--- config.mk ---
export PLATFORM = sky130hd
export DESIGN_NAME = piso_serializer
export DESIGN_NICKNAME = d
export VERILOG_FILES = /design/src/rtl/piso_serializer.sv
export SDC_FILE = /design/constraint.sdc
export NUM_CORES = 1
export LEC_CHECK = 0
export ABC_AREA = 0
export CORE_AREA = 2 2 39 41
export DETAILED_ROUTE_END_ITERATION = 7
export DIE_AREA = 0 0 41 43
export GPL_TIMING_DRIVEN = 0
export SLEW_MARGIN = 25
export SYNTH_ARGS = -nofsm -noshare
export SYNTH_HDL_FRONTEND = slang
export SYNTH_SLANG_ARGS = --single-unit
--- constraint.sdc ---
create_clock -name clk -period 1.45 [get_ports clk]
set_clock_uncertainty 0.15 [all_clocks]
set_input_delay 0.29 -clock clk [delete_from_list [all_inputs] [get_ports clk]]
set_output_delay 0.29 -clock clk [all_outputs]
set_load 0.1 [all_outputs]
--- src/rtl/piso_serializer.sv ---
// Parallel-in serial-out transmitter with valid/ready input and framed serial output.
// Emits first/last markers per bit and a done pulse after each word; optional idle gap between words.
module piso_serializer #(
   parameter int          WIDTH      = 4,
   parameter bit          LSB_FIRST  = 1'b1,
   parameter int unsigned GAP_CYCLES = 0
) (
   input  logic             clk,
   input  logic             reset,
   input  logic [WIDTH-1:0] pdata_in,
   input  logic             pdata_valid,
   output logic             pdata_ready,
   output logic             sout,
   output logic             sout_valid,
   output logic             sout_first,
   output logic             sout_last,
   output logic             busy,
   output logic             done
);

   localparam int            CW       = (WIDTH > 1) ? $clog2(WIDTH) : 1;
   localparam logic [CW-1:0] LAST_IDX = CW'(WIDTH - 1);
   localparam logic [3:0]    GAP_LAST = (GAP_CYCLES > 0) ? 4'(GAP_CYCLES - 1) : 4'd0;

   typedef enum logic [1:0] {
      IDLE,
      SHIFT,
      GAP
   } state_e;

   state_e           state_q, state_d;
   logic [WIDTH-1:0] shreg_q, shreg_d;
   logic [CW-1:0]    bitcnt_q, bitcnt_d;
   logic [3:0]       gapcnt_q, gapcnt_d;
   logic             sout_q, sout_d;
   logic             valid_q, valid_d;
   logic             first_q, first_d;
   logic             last_q, last_d;
   logic             done_q, done_d;

   logic             last_bit;
   logic             accept;

   // last_bit is true while the final bit of the current word is on sout
   assign last_bit    = (state_q == SHIFT) && (bitcnt_q == LAST_IDX);
   assign pdata_ready = !reset && ((state_q == IDLE) || (last_bit && (GAP_CYCLES == 0)));
   assign accept      = pdata_valid && pdata_ready;

   always_ff @(posedge clk) begin
      if (reset) begin
         state_q  <= IDLE;
         shreg_q  <= '0;
         bitcnt_q <= '0;
         gapcnt_q <= '0;
         sout_q   <= 1'b0;
         valid_q  <= 1'b0;
         first_q  <= 1'b0;
         last_q   <= 1'b0;
         done_q   <= 1'b0;
      end else begin
         state_q  <= state_d;
         shreg_q  <= shreg_d;
         bitcnt_q <= bitcnt_d;
         gapcnt_q <= gapcnt_d;
         sout_q   <= sout_d;
         valid_q  <= valid_d;
         first_q  <= first_d;
         last_q   <= last_d;
         done_q   <= done_d;
      end
   end

   always_comb begin
      state_d  = state_q;
      shreg_d  = shreg_q;
      bitcnt_d = bitcnt_q;
      gapcnt_d = gapcnt_q;
      sout_d   = 1'b0;
      valid_d  = 1'b0;
      first_d  = 1'b0;
      last_d   = 1'b0;
      done_d   = 1'b0;

      unique case (state_q)
         IDLE: begin
            state_d = IDLE;
         end
         SHIFT: begin
            if (last_bit) begin
               done_d = 1'b1;
               if (GAP_CYCLES == 0) begin
                  state_d = IDLE;
               end else begin
                  state_d  = GAP;
                  gapcnt_d = GAP_LAST;
               end
            end else begin
               bitcnt_d = bitcnt_q + 1'b1;
               valid_d  = 1'b1;
               last_d   = (bitcnt_q == (LAST_IDX - 1'b1));
               if (LSB_FIRST) begin
                  shreg_d = shreg_q >> 1;
                  sout_d  = shreg_q[1];
               end else begin
                  shreg_d = shreg_q << 1;
                  sout_d  = shreg_q[WIDTH-2];
               end
            end
         end
         GAP: begin
            if (gapcnt_q == 4'd0) begin
               state_d = IDLE;
            end else begin
               gapcnt_d = gapcnt_q - 4'd1;
            end
         end
         default: state_d = IDLE;
      endcase

      // Acceptance overrides the case above; it is only possible from IDLE or the
      // gapless last bit, so a back-to-back word reloads without a bubble.
      if (accept) begin
         state_d  = SHIFT;
         shreg_d  = pdata_in;
         bitcnt_d = '0;
         valid_d  = 1'b1;
         first_d  = 1'b1;
         last_d   = 1'b0;
         sout_d   = LSB_FIRST ? pdata_in[0] : pdata_in[WIDTH-1];
      end
   end

   assign sout       = sout_q;
   assign sout_valid = valid_q;
   assign sout_first = first_q;
   assign sout_last  = last_q;
   assign busy       = (state_q != IDLE);
   assign done       = done_q;

endmodule

Word level (Yosys, flattened, before mapping)
Index checks and enable logic that the tools add are counted.
{ "totals": {"mem_count": 0, "latchBits": 0, "ff_bits": 17, "rom_bits": 0, "ramBits": 0, "elab_cells": 56} }
{ "classes": {"muxes": 15, "eq_ne": 9, "n_bitwise": 3, "n_addsub": 2, "reduce_logical": 17, "order_cmp": 0, "div_mod_pow": 0, "n_mul": 0, "shift": 0} }
{ "op_table": {"columns": ["cell", "n"], "rows": [
  ["$mux 4", 3],
  ["$reduce_and 2->1", 5],
  ["$mux 1", 9],
  ["$eq 2x2->1 const B", 3],
  ["$ne 3x3->1 const B", 2],
  ["$logic_not 4->1", 1],
  ["$mux 2", 2],
  ["$ne 2x2->1 const B", 2],
  ["$pmux 2 s2", 1],
  ["$reduce_bool 2->1", 2],
  ["$reduce_or 2->1", 2],
  ["$reduce_or 4->1", 1],
  ["$sub 4x1->4 const B", 1],
  ["$logic_and 1x1->1", 3],
  ["$not 1->1", 3],
  ["$add 2x1->2 const B", 1],
  ["$eq 2x1->1 const B", 1],
  ["$logic_not 2->1", 1],
  ["$ne 2x1->1 const B", 1],
  ["$logic_not 1->1", 1],
  ["$logic_or 1x1->1", 1]
]} }

Longest topological paths before layout
{ "logic_depth": {"word_depth": 7, "mapped_depth": 4} }

Worst setup path before layout
Ideal clock, no wire load.
{ "synth_timing": {"path_type": "register to register", "from": "register state_q[0]", "to": "register first_q (netlist: sout_first)", "setup_time_ns": 0.066, "arrival_time_ns": 2.457, "synth_period_minus_slack_ns": 2.673, "required_ns": 1.234, "stages_incl_launch_ff": 4, "slack_ns": -1.223, "path_cell_list": "dfxtp_1 nor2b_4 nor2_1 and2_1"} }
{ "synth_between": {"elab_chain_len": 6} }
{ "synth_lines": {"columns": ["item", "line_no", "source"], "rows": [
  ["start, declared", "31", "state_e state_q, state_d;"],
  ["start signal, assigned", "61", "state_q <= state_d;"],
  ["$eq 2x1->1", "45", "assign last_bit = (state_q == SHIFT) && (bitcnt_q == LAST_IDX);"],
  ["$logic_and 1x1->1", "45", null],
  ["$logic_or 1x1->1 (*)", "46", "assign pdata_ready = !reset && ((state_q == IDLE) || (last_bit && (GAP_CYCLES == 0)));"],
  ["$logic_and 1x1->1 (*)", "46", null],
  ["named net pdata_ready", "12", "output logic pdata_ready,"],
  ["$logic_and 1x1->1 (*)", "47", "assign accept = pdata_valid && pdata_ready;"],
  ["$mux 1 (*)", "122", "if (accept) begin"],
  ["end signal, assigned", "67", "first_q <= first_d;"],
  ["end, declared", "37", "logic first_q, first_d;"]
]} }
The timed path passes the listed nets; every way through them passes the cells marked *.
A chain may end at the register's enable or synchronous reset.

Worst setup path after layout
{ "layout_timing": {"from": "register bitcnt_q[1]", "to": "output pdata_ready"} }
{ "layout_between": {"elab_chain_len": 4} }
{ "layout_lines": {"columns": ["item", "line_no", "source"], "rows": [
  ["start, declared", "33", "logic [CW-1:0] bitcnt_q, bitcnt_d;"],
  ["start signal, assigned", "63", "bitcnt_q <= bitcnt_d;"],
  ["$eq 2x2->1", "45", null],
  ["$logic_and 1x1->1", "45", null],
  ["$logic_or 1x1->1", "46", null],
  ["$logic_and 1x1->1", "46", null],
  ["end, declared", "12", null]
]} }
Every way passes these cells.

==> reports/metrics.json <==
{
  "yosysUniqueCellTypes": {"value": 20},
  "worst_vdd_ir": {"value": 0.420, "unit": "mV"},
  "critical_path.max_fanout": {"value": 2},
  "post-route-util": {"value": 46.6, "unit": "%"},
  "synth_enable_flop_cells": {"value": 0},
  "total_leakage_power": {"value": 0.269, "unit": "nW"},
  "synthTopCellsByArea": {"value": "sky130_fd_sc_hd__dfxtp_1, sky130_fd_sc_hd__mux2i_1, sky130_fd_sc_hd__nor2_1"},
  "place_ws": {"value": -0.968, "unit": "ns"},
  "worstSetupStartpointType": {"value": "flop"},
  "sw_frac_of_total": {"value": 31.2, "unit": "%"},
  "fillerInstances": {"value": 163},
  "dieArea": {"value": 0.00176, "unit": "mm2"},
  "die-width": {"value": 41, "unit": "um"},
  "first_global_vias": {"value": 321},
  "globalplace.congestion": {"value": 0.735},
  "drt_drc_violations_left": {"value": 0},
  "ys_seq_area_share": {"value": 50.7, "unit": "%"},
  "routed_wl": {"value": 801, "unit": "um"},
  "clkTransAtPathRegs": {"value": 0.07, "unit": "ns"},
  "drt_first_iter_violations": {"value": 4},
  "worst_hold_path_startpoint": {"value": "pdata_valid"},
  "grt_first_pass_wirelength": {"value": 1.41, "unit": "mm"},
  "antennaDiodeCount": {"value": 0},
  "cts-htree-levels": {"value": 1},
  "grt_overflow": {"value": 0},
  "synthMuxAreaShare": {"value": 6.92, "unit": "%"},
  "synth_xor_xnor_area_share": {"value": 0, "unit": "%"},
  "core_area": {"value": 0.00138, "unit": "mm2"},
  "rr_worst_depth": {"value": 5},
  "synth_area_leader_cell": {"value": "sky130_fd_sc_hd__dfxtp_1"},
  "tightest_slew": {"value": 0.453, "unit": "ns"},
  "final_max_slew_viol_count": {"value": 0},
  "worstSkewPairLatency": {"value": 0.27, "unit": "ns"},
  "synth_area_per_cell": {"value": 10.1, "unit": "um2"},
  "yosysMostFrequentCell": {"value": "sky130_fd_sc_hd__dfxtp_1"},
  "globalRouteTotalUtil": {"value": 12.7, "unit": "%"},
  "hold_path_depth": {"value": 2},
  "synth_top_flop_cell": {"value": "sky130_fd_sc_hd__dfxtp_1"},
  "timing.critical_path.arrival": {"value": 1.13, "unit": "ns"},
  "clkSinkCount": {"value": 11},
  "r2r_setup_slack": {"value": 0.11, "unit": "ns"},
  "clock_power_share": {"value": 30.2, "unit": "%"},
  "synth_seq_cells": {"value": 11},
  "synth_async_sr_flop_share": {"value": 0, "unit": "%"},
  "max_cap_viol_count": {"value": 0},
  "fin_nets": {"value": 72},
  "synthesis.area": {"value": 434, "unit": "um2"},
  "routed_via_count_divided_by_cell_count": {"value": 4.68},
  "synth_simple_gate_area_share": {"value": 24.5, "unit": "%"},
  "antenna_violations_before_repair": {"value": 0},
  "failing_checks": {"value": "setup timing"},
  "cts.root.buffer_cell": {"value": "sky130_fd_sc_hd__clkbuf_4"},
  "ioPinCount": {"value": 14},
  "dpl-instance-area": {"value": 588, "unit": "um2"},
  "run_status": {"value": "finished with violations"},
  "drt.antenna.violating_nets": {"value": 0},
  "drive_above_1_share": {"value": 35.5, "unit": "%"},
  "layout-area-overhead-vs-synth": {"value": 48.4, "unit": "%"},
  "floorplan.initialDensity": {"value": 31.4, "unit": "%"},
  "timing.final.ws_setup": {"value": -0.119, "unit": "ns"},
  "synth_top_family_by_area": {"value": "simple AND/OR/NAND/NOR gates"},
  "synth_top_cell_area_share": {"value": 50.7, "unit": "%"},
  "yosys.area_share.adder": {"value": 5.76, "unit": "%"},
  "final_cell_area": {"value": 644, "unit": "um2"},
  "clockBufferDepth": {"value": 2},
  "criticalPathCategory": {"value": "reg -> out"},
  "number_of_iterations_in_the_first_detailed_routing_pass": {"value": 2},
  "via_count": {"value": 365},
  "timing.rr.end": {"value": "shreg_q[1]"},
  "report.final.hold_viol_count": {"value": 0},
  "die_height": {"value": 43, "unit": "um"},
  "reg2reg_from": {"value": "bitcnt_q[1]"},
  "internal_power": {"value": 0.000483, "unit": "W"},
  "post_synth_inst_count": {"value": 43},
  "final_min_period_over_clock_period": {"value": 108, "unit": "%"},
  "synth_warnings": {"value": 0},
  "port-buffer-count": {"value": 12},
  "cts_tree": {"value": "built"},
  "timing.critical_path.required": {"value": 1.01, "unit": "ns"},
  "p_switching": {"value": 0.000219, "unit": "W"},
  "power.combinational.fraction": {"value": 23.2, "unit": "%"},
  "synthTopCellsByCount": {"value": "sky130_fd_sc_hd__dfxtp_1, sky130_fd_sc_hd__nor2_1, sky130_fd_sc_hd__mux2i_1, sky130_fd_sc_hd__nand2_1"},
  "worst_slew_margin_relative_to_its_limit": {"value": 69.8, "unit": "%"},
  "hold_end": {"value": "sout_first"},
  "row_count": {"value": 14},
  "number_of_nets_produced_by_synthesis": {"value": 52},
  "grt_setup_unrepaired": {"value": "yes"},
  "clock_buffers_created_by_tritoncts": {"value": 3},
  "final_period_minus_worst_setup_slack": {"value": 1.57, "unit": "ns"},
  "timing.fmax": {"value": 0.637, "unit": "GHz"},
  "setup_viol_count_final": {"value": 1},
  "power-per-cell-area": {"value": 1090, "unit": "mW/mm2"},
  "area_fraction_in_compound_gates_after_synthesis": {"value": 7.78, "unit": "%"},
  "worstHoldPathType": {"value": "in -> reg"},
  "wl_per_cell": {"value": 10.3, "unit": "um"},
  "grt_start_max_net_pins": {"value": 11},
  "p_seq_share": {"value": 46.6, "unit": "%"},
  "crit_path_end_kind": {"value": "output port"},
  "place_hpwl": {"value": 527, "unit": "um"}
}
==> layer usage <==
layer	routed length, um	vias up	track usage [%]
met2	359	12	15.0
li1	-	182	-
met5	0	-	0
met1	370	166	16.6
met4	29	0	12.0
met3	40	5	4.71
==> layout make-up <==
class                      instances  area, um2  area share (%)
tap                               16       20.0            3.11
buffer                             2       15.0            2.33
sequential                        11        226            35.1
clock buffer                       4       26.3            4.08
inverter                           1       3.75           0.583
timing repair buffer              15        138            21.4
multi-input combinational         29        215            33.4
==> repair_timing <==
item                       in CTS  in global routing
setup endpoints to repair       7                  7
gates resized for setup        42                  6
pin swaps                       2                  1
buffers inserted                3                  0
hold buffers                    0                  0
==> power groups by stage <==
stage	sequential [W]	clock, W	combinational [W]
finish	0.000327	0.000212	0.000163
global route	0.000330	0.000236	0.000172
CTS	0.000327	0.000221	0.000161
detailed placement	0.000332	0	0.000156
global placement	0.000332	0	0.000156
floorplan	0.000385	0	0.0000629
==> sequential cells by signal, summed over array words and instances, names as in the netlist <==
name        flops
bitcnt_q        2
sout            1
sout_valid      1
sout_first      1
done            1
sout_last       1
shreg_q         3
state_q         1
==> worst max path at each step <==
stage | startpoint | slack (ns) | cells after the start | endpoint
floorplan | state_q[0] | -0.11 | 2 | pdata_ready
global placement | reset | -0.97 | 3 | pdata_ready
CTS | bitcnt_q[1] | -0.12 | 4 | pdata_ready
global route | bitcnt_q[1] | -0.17 | 4 | pdata_ready
detailed placement | reset | -0.97 | 3 | pdata_ready
finish | bitcnt_q[1] | -0.12 | 4 | pdata_ready
==> cells by family (layout without fill, tap and decap cells) <==
group / count (synthesis) / after routing
adders and majority gates: 2 / 2
DFF: 11 / 11
AOI/OAI and AO/OA: 5 / 5
and+or+nand+nor: 19 / 19
buffers and inverters: 3 / 22
muxes: 3 / 3
==> cell usage in the layout, fill, tap and decap left out, drive strengths merged <==
cell / n
clkbuf: 11
nor3b: 1
mux2i: 3
a21oi: 3
nand2b: 1
nor2: 7
ha: 2
or3: 1
nand2: 3
or2b: 1
nand3: 1
inv: 1
a211oi: 2
buf: 5
nor3: 1
clkdlybuf4s50: 5
and2: 1
dfxtp: 11
nor2b: 1
nand3b: 1
==> worst max-delay path: stages (launching register included) <==
cell and delay (ns):
sky130_fd_sc_hd__dfxtp_2 0.34, sky130_fd_sc_hd__ha_4 0.16, sky130_fd_sc_hd__nor2b_4 0.14, sky130_fd_sc_hd__nor2_4 0.05, sky130_fd_sc_hd__buf_12 0.16
==> metrics by stage <==
stage / TNS [ns] / hold slack [ns] / instances / power [W]
floorplan: -0.188 / 0.281 / 43 / 0.000448
global placement: -4.80 / 0.301 / 71 / 0.000488
detailed placement: -4.77 / 0.301 / 71 / 0.000488
CTS: -0.169 / 0.124 / 78 / 0.000708
global route: -0.170 / 0.132 / 78 / 0.000739
finish: -0.119 / 0.124 / 78 / 0.000702
Power figures use the tool's default switching activity.
